`src/rtl/sha256_mmio_wrapper.sv`:
```
// Register-mapped front end for an external SHA-256 compression core.
// CPU words are assembled into 512-bit blocks, queued in a small FIFO and
// fed to the core one after another. Blocks after the first chain from the
// core's previous digest. The final digest, sticky status and an interrupt
// are exposed through the register map.
module sha256_mmio_wrapper #(
  parameter int DEPTH = 4,
  parameter int AW    = 5
) (
  input  logic          clk,
  input  logic          reset_n,
  input  logic          wren,
  input  logic          rden,
  input  logic [AW-1:0] address,
  input  logic [31:0]   wdata,
  output logic [31:0]   rdata,
  output logic          irq,
  output logic          core_start,
  output logic          core_init,
  output logic [511:0]  core_block,
  input  logic          core_done,
  input  logic [255:0]  core_digest
);

  localparam int PW = (DEPTH > 1) ? $clog2(DEPTH) : 1;

  typedef enum logic [1:0] {IDLE, LOAD, WAIT, FIN} state_e;

  state_e          state_q, state_d;
  logic            init_q, irq_en_q, done_q, ovf_q, init_pend_q;
  logic [3:0]      wcnt_q;
  logic [7:0]      cnt_q;
  logic [PW-1:0]   wptr_q, rptr_q;
  logic [511:0]    stage_q, block_q;
  logic [511:0]    mem_q [DEPTH];
  logic [255:0]    digest_q;
  logic [31:0]     rdata_q, rd_mux;

  logic wr_ctrl, wr_status, wr_data, digest_sel;
  logic clr, start_req, commit, empty, full, push, start_ok, pop, busy;

  assign wr_ctrl    = wren && (address == AW'(0));
  assign wr_status  = wren && (address == AW'(1));
  assign wr_data    = wren && (address == AW'(2));
  assign digest_sel = (address[AW-1:3] == (AW-3)'(2));

  assign clr       = wr_ctrl && wdata[3];
  assign start_req = wr_ctrl && wdata[0];
  assign commit    = wr_data && (wcnt_q == 4'd15);
  assign empty     = (cnt_q == 8'd0);
  assign full      = (cnt_q == 8'(DEPTH));
  // A commit into a full FIFO is dropped even if a pop frees a slot this cycle.
  assign push      = commit && !full && !clr;
  assign start_ok  = start_req && !clr && (state_q == IDLE) && !empty;
  // The head is popped on the edge that enters LOAD, so core_block is
  // already valid while core_start is high.
  assign pop       = !clr && (start_ok || ((state_q == WAIT) && core_done && !empty));

  // FSM state register
  always_ff @(posedge clk) begin
    // NOTE: all sequential state uses non-blocking assignments so every
    // register samples the pre-edge values of the others.
    if (!reset_n) state_q <= IDLE;
    else          state_q <= state_d;
  end

  // FSM next-state logic; clear overrides every transition
  always_comb begin
    state_d = state_q;
    case (state_q)
      IDLE:    if (start_ok) state_d = LOAD;
      LOAD:    state_d = WAIT;
      WAIT:    if (core_done) state_d = empty ? FIN : LOAD;
      FIN:     state_d = IDLE;
      default: state_d = IDLE;
    endcase
    if (clr) state_d = IDLE;
  end

  // FSM outputs: start pulse, init flag for the first block, busy
  always_comb begin
    busy       = (state_q != IDLE);
    core_start = (state_q == LOAD);
    core_init  = (state_q == LOAD) && init_pend_q;
  end

  // Control bits, first-block init flag and sticky status (set beats W1C)
  always_ff @(posedge clk) begin
    if (!reset_n) begin
      init_q      <= 1'b0;
      irq_en_q    <= 1'b0;
      done_q      <= 1'b0;
      ovf_q       <= 1'b0;
      init_pend_q <= 1'b0;
    end else begin
      if (wr_ctrl && !wdata[3]) begin
        init_q   <= wdata[1];
        irq_en_q <= wdata[2];
      end
      if (clr)                   init_pend_q <= 1'b0;
      else if (start_ok)         init_pend_q <= wdata[1];
      else if (state_q == LOAD)  init_pend_q <= 1'b0;
      if (clr)                        done_q <= 1'b0;
      else if (state_q == FIN)        done_q <= 1'b1;
      else if (wr_status && wdata[1]) done_q <= 1'b0;
      if (clr)                        ovf_q <= 1'b0;
      else if (commit && full)        ovf_q <= 1'b1;
      else if (wr_status && wdata[4]) ovf_q <= 1'b0;
    end
  end

  // Word staging plus FIFO pointers and occupancy
  always_ff @(posedge clk) begin
    if (!reset_n) begin
      stage_q <= '0;
      wcnt_q  <= '0;
      wptr_q  <= '0;
      rptr_q  <= '0;
      cnt_q   <= '0;
    end else if (clr) begin
      wcnt_q <= '0;
      wptr_q <= '0;
      rptr_q <= '0;
      cnt_q  <= '0;
    end else begin
      if (wr_data) begin
        // Word k lands at bits [511-32k -: 32]; ~wcnt_q equals 15-k.
        stage_q[{~wcnt_q, 5'b0} +: 32] <= wdata;
        wcnt_q <= wcnt_q + 4'd1;
      end
      if (push) wptr_q <= (wptr_q == PW'(DEPTH - 1)) ? '0 : wptr_q + PW'(1);
      if (pop)  rptr_q <= (rptr_q == PW'(DEPTH - 1)) ? '0 : rptr_q + PW'(1);
      case ({push, pop})
        2'b10:   cnt_q <= cnt_q + 8'd1;
        2'b01:   cnt_q <= cnt_q - 8'd1;
        default: cnt_q <= cnt_q;
      endcase
    end
  end

  // FIFO storage; the 16th word goes straight in alongside the staged 15
  always_ff @(posedge clk) begin
    // NOTE: the block memory has no reset; the pointers and count define
    // which entries are valid, so clearing the storage buys nothing.
    if (push) mem_q[wptr_q] <= {stage_q[511:32], wdata};
  end

  // Block presented to the core, held until the next pop
  always_ff @(posedge clk) begin
    if (!reset_n) block_q <= '0;
    else if (pop) block_q <= mem_q[rptr_q];
  end

  // Digest capture at the end of a message
  always_ff @(posedge clk) begin
    if (!reset_n)              digest_q <= '0;
    else if (clr)              digest_q <= '0;
    else if (state_q == FIN)   digest_q <= core_digest;
  end

  // Read mux; unmapped addresses return zero
  always_comb begin
    rd_mux = 32'd0;
    if (address == AW'(0))      rd_mux = {28'd0, 1'b0, irq_en_q, init_q, 1'b0};
    else if (address == AW'(1)) rd_mux = {16'd0, cnt_q, 3'd0, ovf_q, empty, full, done_q, busy};
    else if (address == AW'(2)) rd_mux = {28'd0, wcnt_q};
    else if (digest_sel)        rd_mux = digest_q[{~address[2:0], 5'b0} +: 32];
  end

  // Registered read data, held while rden is low
  always_ff @(posedge clk) begin
    if (!reset_n)  rdata_q <= '0;
    else if (rden) rdata_q <= rd_mux;
  end

  assign rdata      = rdata_q;
  assign irq        = done_q & irq_en_q;
  assign core_block = block_q;

endmodule

```
`config.mk`:
```
export PLATFORM = sky130hd
export DESIGN_NAME = sha256_mmio_wrapper
export DESIGN_NICKNAME = d
export VERILOG_FILES = /design/src/rtl/sha256_mmio_wrapper.sv
export SDC_FILE = /design/constraint.sdc
export NUM_CORES = 2
export LEC_CHECK = 0
export BUFFER_PORTS_ARGS = -buffer_cell sky130_fd_sc_hd__buf_4
export CAP_MARGIN = 15
export CORE_MARGIN = 10
export CORE_UTILIZATION = 64
export CTS_CLUSTER_DIAMETER = 200
export DETAILED_ROUTE_END_ITERATION = 10
export HOLD_SLACK_MARGIN = 0.05
export PLACE_DENSITY = 0.81
export SLEW_MARGIN = 5
export SYNTH_ARGS = -nofsm -noshare
export SYNTH_HDL_FRONTEND = slang
export SYNTH_SLANG_ARGS = --single-unit
```
`constraint.sdc`:
```
create_clock -name clk -period 21.2 [get_ports clk]
set_input_delay 1.06 -clock clk [delete_from_list [all_inputs] [get_ports clk]]
set_output_delay 1.06 -clock clk [all_outputs]
set_load 0.02 [all_outputs]
```
; Word level (Yosys, flattened, before mapping)
; Memory sizes are Yosys's and may differ from the RTL's. A register that Yosys moved wholly into a read port is not among the register bits.
; Cells that the tools add are included.
; Widths: inputs -> output; s select.
[classes]
n_addsub = 6
eq_ne = 14
shifts = 3
mux = 20
n_bitwise = 5
n_reduce_logical = 36
[ops]
columns = op, count
row1 = $bwmux 512, 1
row2 = $shift 32x11->512 const A, 1
row3 = $shiftx 32x11->512, 1
row4 = $shiftx 256x9->32, 1
row5 = $mux 32, 4
row6 = $logic_and 1x1->1, 19
row7 = $pmux 8 s2, 1
row8 = $eq 2x2->1 const B, 6
row9 = $neg 9->11, 1
row10 = $mux 2, 5
row11 = $reduce_bool 2->1, 5
row12 = $add 8x1->8 const B, 1
row13 = $eq 8x3->1 const B, 1
row14 = $logic_not 8->1, 1
row15 = $mux 1, 8
row16 = $pmux 2 s4, 1
row17 = $sub 8x1->8 const B, 1
row18 = $eq 5x1->1 const B, 1
row19 = $eq 5x2->1 const B, 1
row20 = $logic_not 1->1, 5
row21 = $logic_not 5->1, 1
row22 = $add 2x1->2 const B, 2
row23 = $add 4x1->4 const B, 1
row24 = $eq 2x1->1 const B, 2
row25 = other kinds (10), 13
[totals]
regBits = 823
ram_bits = 2048
in_bits = 298
output_inout_bits = 547
elab_cells = 98
n_memories = 1
[memory_table]
columns = memory, depth, width, rd, rd_ports_with_merged_regs, write_ports, line
row1 = mem_q, 4, 512, 1, 1, 1, 35  ; logic [511:0] mem_q [DEPTH];

; Depth between registers and ports, before layout
[logic_depth]
ltp_word = 11
ltp_mapped = 15
depth_no_buf = 13

; Least setup slack after synthesis
; No wires, ideal clock.
[synth_path]
path_type = in2reg
startpoint = input port address[2]
endpoint = memory mem_q[0][0] (enable)
setup_ps = 943
arrival_time_ps = 13983
t_required_ps = 20257
setup_slack_ps = 6274
cell_stages = 5
n_path_buf = 1
cell_sequence = buf_2 -> nor3_4 -> nand3_1 -> nor3_1 -> and2_1
[synth_via]
elab_chain_len = 7
word_cells_on_any_way = 11
cone_classes = eq/ne (1) / mux (2) / reduce/logical (8)
[synth_rtl]
columns = element, line
row1 = start: declaration, 14  ; input logic [AW-1:0] address,
row2 = $eq 5x2->1 / $logic_not 5->1 (equally long branches), "44, 42"
row3 = $logic_and 1x1->1 (on tied branches), "44, 42"
row4 = $logic_and 1x1->1 (on tied branches), "49, 47"
row5 = $logic_and 1x1->1 / $logic_not 1->1 (equally long branches), 53  ; assign push = commit && !full && !clr;
row6 = $logic_and 1x1->1 *, 53
row7 = $mux 1 *, 145  ; if (push) mem_q[wptr_q] <= {stage_q[511:32], wdata};
row8 = $mux 1 (implied by the code) *, 145
row9 = end: declaration, 35
; Every way passes the cells marked *; elsewhere a longest branch is shown, timed or not.

; Final worst setup path
[layout_path]
startpoint = input port address[2]
endpoint = register block_q[98] (netlist: core_block[98]), read port of mem_q
[layout_via]
elab_chain_len = 9
word_cells_on_any_way = 10
cone_classes = reduce/logical (10)
[layout_rtl]
columns = element, line
row1 = $logic_not 5->1 *, 42  ; assign wr_ctrl = wren && (address == AW'(0));
row2 = $logic_and 1x1->1 *, 42
row3 = $logic_and 1x1->1, 47  ; assign clr = wr_ctrl && wdata[3];
row4 = $logic_not 1->1, "54, 57"
row5 = $logic_and 1x1->1 (3 in a row), 54  ; assign start_ok = start_req && !clr && (state_q == IDLE) && !empty;
row6 = $logic_or 1x1->1, 57  ; assign pop = !clr && (start_ok || ((state_q == WAIT) && core_done && !empty));
row7 = $logic_and 1x1->1 *, 57
row8 = end: declaration, 34  ; logic [511:0] stage_q, block_q;
; Marked as above.
; A chain may end at the register's enable or synchronous reset.

==> flow_metrics.py <==
metrics = {
    "outcome": {
        "outcome": "finished, final reports clean",
    },
    "drt": {
        "avgViaCountPerCell": 6.40,
        "drt-pass1-iter-count": 8,
        "dr.first_iter.drc_count": 10100,
        "routedWlPerCell_um": 28.5,
        "drtAntennaViolNets": 0,
        "dr_total_vias": 77100,
        "drt-total-wl_um": 344000,
        "drc": 0,
    },
    "global_routing": {
        "grt_pass1_wl_um": 504000,
        "grt_max_degree": 245,
        "overflow": 0,
        "grt_pass1_vias": 77000,
        "grt_use_total_pct": 32.1,
        "antenna_found_initial": 20,
    },
    "finish": {
        "layout-drive-gt1-share_pct": 21.4,
        "final_cell_mix": "edfxtp_1 (2,048), nand2_1 (1,490), dfxtp_1 (1,301), nand3_1 (935), buf_4 (929)",
        "area_growth_syn_to_layout_pct": 15.0,
        "final_common_cell": "edfxtp_1",
        "nets": 9591,
    },
    "job": {
        "cap_viol_max_count": 0,
    },
    "pwr": {
        "p_leak_nw": 46.1,
        "p_per_area_nw_per_um2": 90.8,
        "ir_drop_mv": 0.0682,
    },
    "clock_network": {
        "cts_tree": "built",
        "cts-resized-gates": 0,
        "cts.sinks": 3351,
        "clock-root-buffer": "clkbuf_16",
        "cts_made_buffers": 334,
        "ctsHtreeMaxLevel": 5,
        "clkTransAtPathRegs_ns": 0.06,
        "cts_buffer_depth": 4,
        "cts_hold_buf": 0,
        "cts_setup_buffers": 0,
        "clock_latency_ns": 0.97,
    },
    "floorplanning": {
        "start_util_pct": 64.4,
        "io_pins": 845,
        "die_x_um": 458,
        "die_y_um": 458,
        "rows": 160,
        "dieArea_um2": 209000,
        "core_um2": 190000,
    },
    "critical_path": {
        "cp-end-kind": "register",
        "reg2regPathDepth": 8,
        "r2r-end": "mem_q[1][50]",
        "worstSetupPathType": "primary input to register",
        "start_kind": "primary input",
        "worstPathRequired_ns": 22.06,
        "reg2reg_from": "wcnt_q[0]",
        "crit_arrival_ns": 6.69,
        "r2r_slack_ns": 15.51,
        "critical_path.max_fanout": 244,
    },
    "sta": {
        "max_freq_mhz": 171,
        "hold_viol": 0,
        "tightestPinTransition_ns": 1.30,
        "relSlewSlack_pct": 13.5,
        "drv_slew": 0,
        "skew_ns": 0.0736,
        "min_period_over_period_pct": 27.5,
        "setup_viol": 0,
        "finalHoldWorstSlack_ns": 0.365,
        "setup_tns_ns": 0,
        "post-route-min-period_ns": 5.83,
        "rsz0062_at_grt": "no",
    },
    "placement": {
        "portBuffers": 844,
        "hpwl_um": 195000,
        "place_congestion": 0.867,
    },
    "logic_synthesis": {
        "synth_compound_area_share_pct": 5.37,
        "syn-instance-count": 8685,
        "synthDistinctLibCells": 57,
        "synth-seq-cells": 3351,
        "synth-edff-count": 2048,
        "syn_avg_cell_area_um2": 14.1,
        "muxShareOfSynthArea_pct": 11.2,
        "synth_fp_nets": 9000,
        "yosysSeqAreaShare_pct": 71.4,
        "synth-simple-area-share_pct": 9.40,
        "synth_ff_type": "edfxtp_1",
        "syn-cell-area_um2": 123000,
        "synth_top_family_by_area": "multiplexers",
        "synth_xor_area_share_pct": 0.0643,
        "ys_warn_count": 0,
        "synthArstFlopShare_pct": 0,
        "synth_fa_ha_area_share_pct": 0.180,
    },
    "min_path": {
        "hp-class": "primary input to register",
        "hold-path-cell-count": 3,
        "hold_end": "digest_q[182]",
        "hold_start": "core_digest[182]",
    },
}
[synthesized netlist by cell type (all sizes together), types with 3 or more instances]
cell type  count  area (µm²)
a211oi        12        95.1
a21oi        547        2740
and2          10        62.6
and3          14        87.6
buf          131         711
clkbuf       560        2100
dfxtp       1303       26100
edfxtp      2048       61500
ha            16         200
inv           15        56.3
mux2i         75         751
mux4         576       13000
nand2       1491        5600
nand2b        33         206
nand3        936        4680
nand4          9        62.6
nor2         125         469
nor2b         10        62.6
nor3          16         126
nor3b          4        35.0
nor4           3        37.5
o21a           3        22.5
o21ai        711        3560
xnor2          5        43.8
xor2           4        35.0
[cell type report]
| cell class | count | area (µm²) |
|---|---|---|
| clock inverters | 119 | 1120 |
| inverters | 15 | 63.8 |
| well taps | 2511 | 3140 |
| repair buffers | 946 | 7320 |
| multi-input cells | 4628 | 32300 |
| fillers | 11000 | 49400 |
| flip-flops and latches | 3351 | 87600 |
| clock buffers | 473 | 9480 |
| diodes | 9 | 22.5 |
[per-stage QoR]
step	std cells	area [µm²]	worst slack, ns	total power, mW	util [%]
final	12100	141000	15.37	12.8	74.1
after global routing	12000	141000	14.96	13.1	74.1
after CTS	12000	141000	15.27	12.8	74.0
after detailed placement	11400	130000	14.31	7.18	68.5
after global placement	11400	130000	14.46	7.18	68.5
after floorplan	8685	123000	6.27	7.06	-
[how the worst max path moves through the flow]
| stage | startpoint | to | slack (ns) | cells after the start |
|---|---|---|---|---|
| floorplan | address[2] | mem_q[0][0] | 6.27 | 5 |
| global placement | address[1] | mem_q[0][197] | 14.46 | 8 |
| detailed placement | address[1] | mem_q[0][203] | 14.31 | 8 |
| CTS | address[1] | mem_q[0][205] | 15.27 | 8 |
| global route | address[0] | core_block[35] | 14.96 | 11 |
| finish | address[2] | core_block[98] | 15.37 | 11 |
[registers in the layout, summed over array words and instances (netlist names), 2 cells and up]
name,count
state_q,2
wcnt_q,4
wptr_q,2
mem_q,2048
core_block,512
digest_q,256
rdata,32
rptr_q,2
cnt_q,8
stage_q,480
[metal layers]
metal  up-vias  GRT usage (%)  part of all wire (%)
li1      33200              -                     -
met4         6           22.8                   8.4
met2      4606           51.5                    48
met3      1043           6.93                   9.7
met5         -              0                 0.014
met1     38200           38.7                    34
[cells by family (layout without fill, tap and decap cells)]
kind of cell,Yosys count,in the layout
other,0,9
flip-flops,3351,3351
adder cells (fa/ha/maj),17,17
AND/OR/NAND/NOR,2660,2660
XOR/XNOR,9,9
multiplexers,652,652
buffers and inverters,706,1553
AO/OA/AOI/OAI,1290,1290
[power by group]
part,internal (mW),total (mW),switching [mW]
Clock,3.35,5.77,2.41
Sequential,6.84,6.84,0.000717
Combinational,0.0497,0.204,0.155
Total,10.2,12.8,2.57
[critical path, stage by stage]
cell and delay, ns:
buf_4 0.16, nor3_4 0.50, nand4_2 0.26, a221oi_4 0.31, buf_4 0.72, buf_4 0.73
buf_4 0.77, buf_4 0.78, buf_12 0.62, nand3_1 0.19, o21ai_1 0.13
Power figures use the tool's default switching activity.
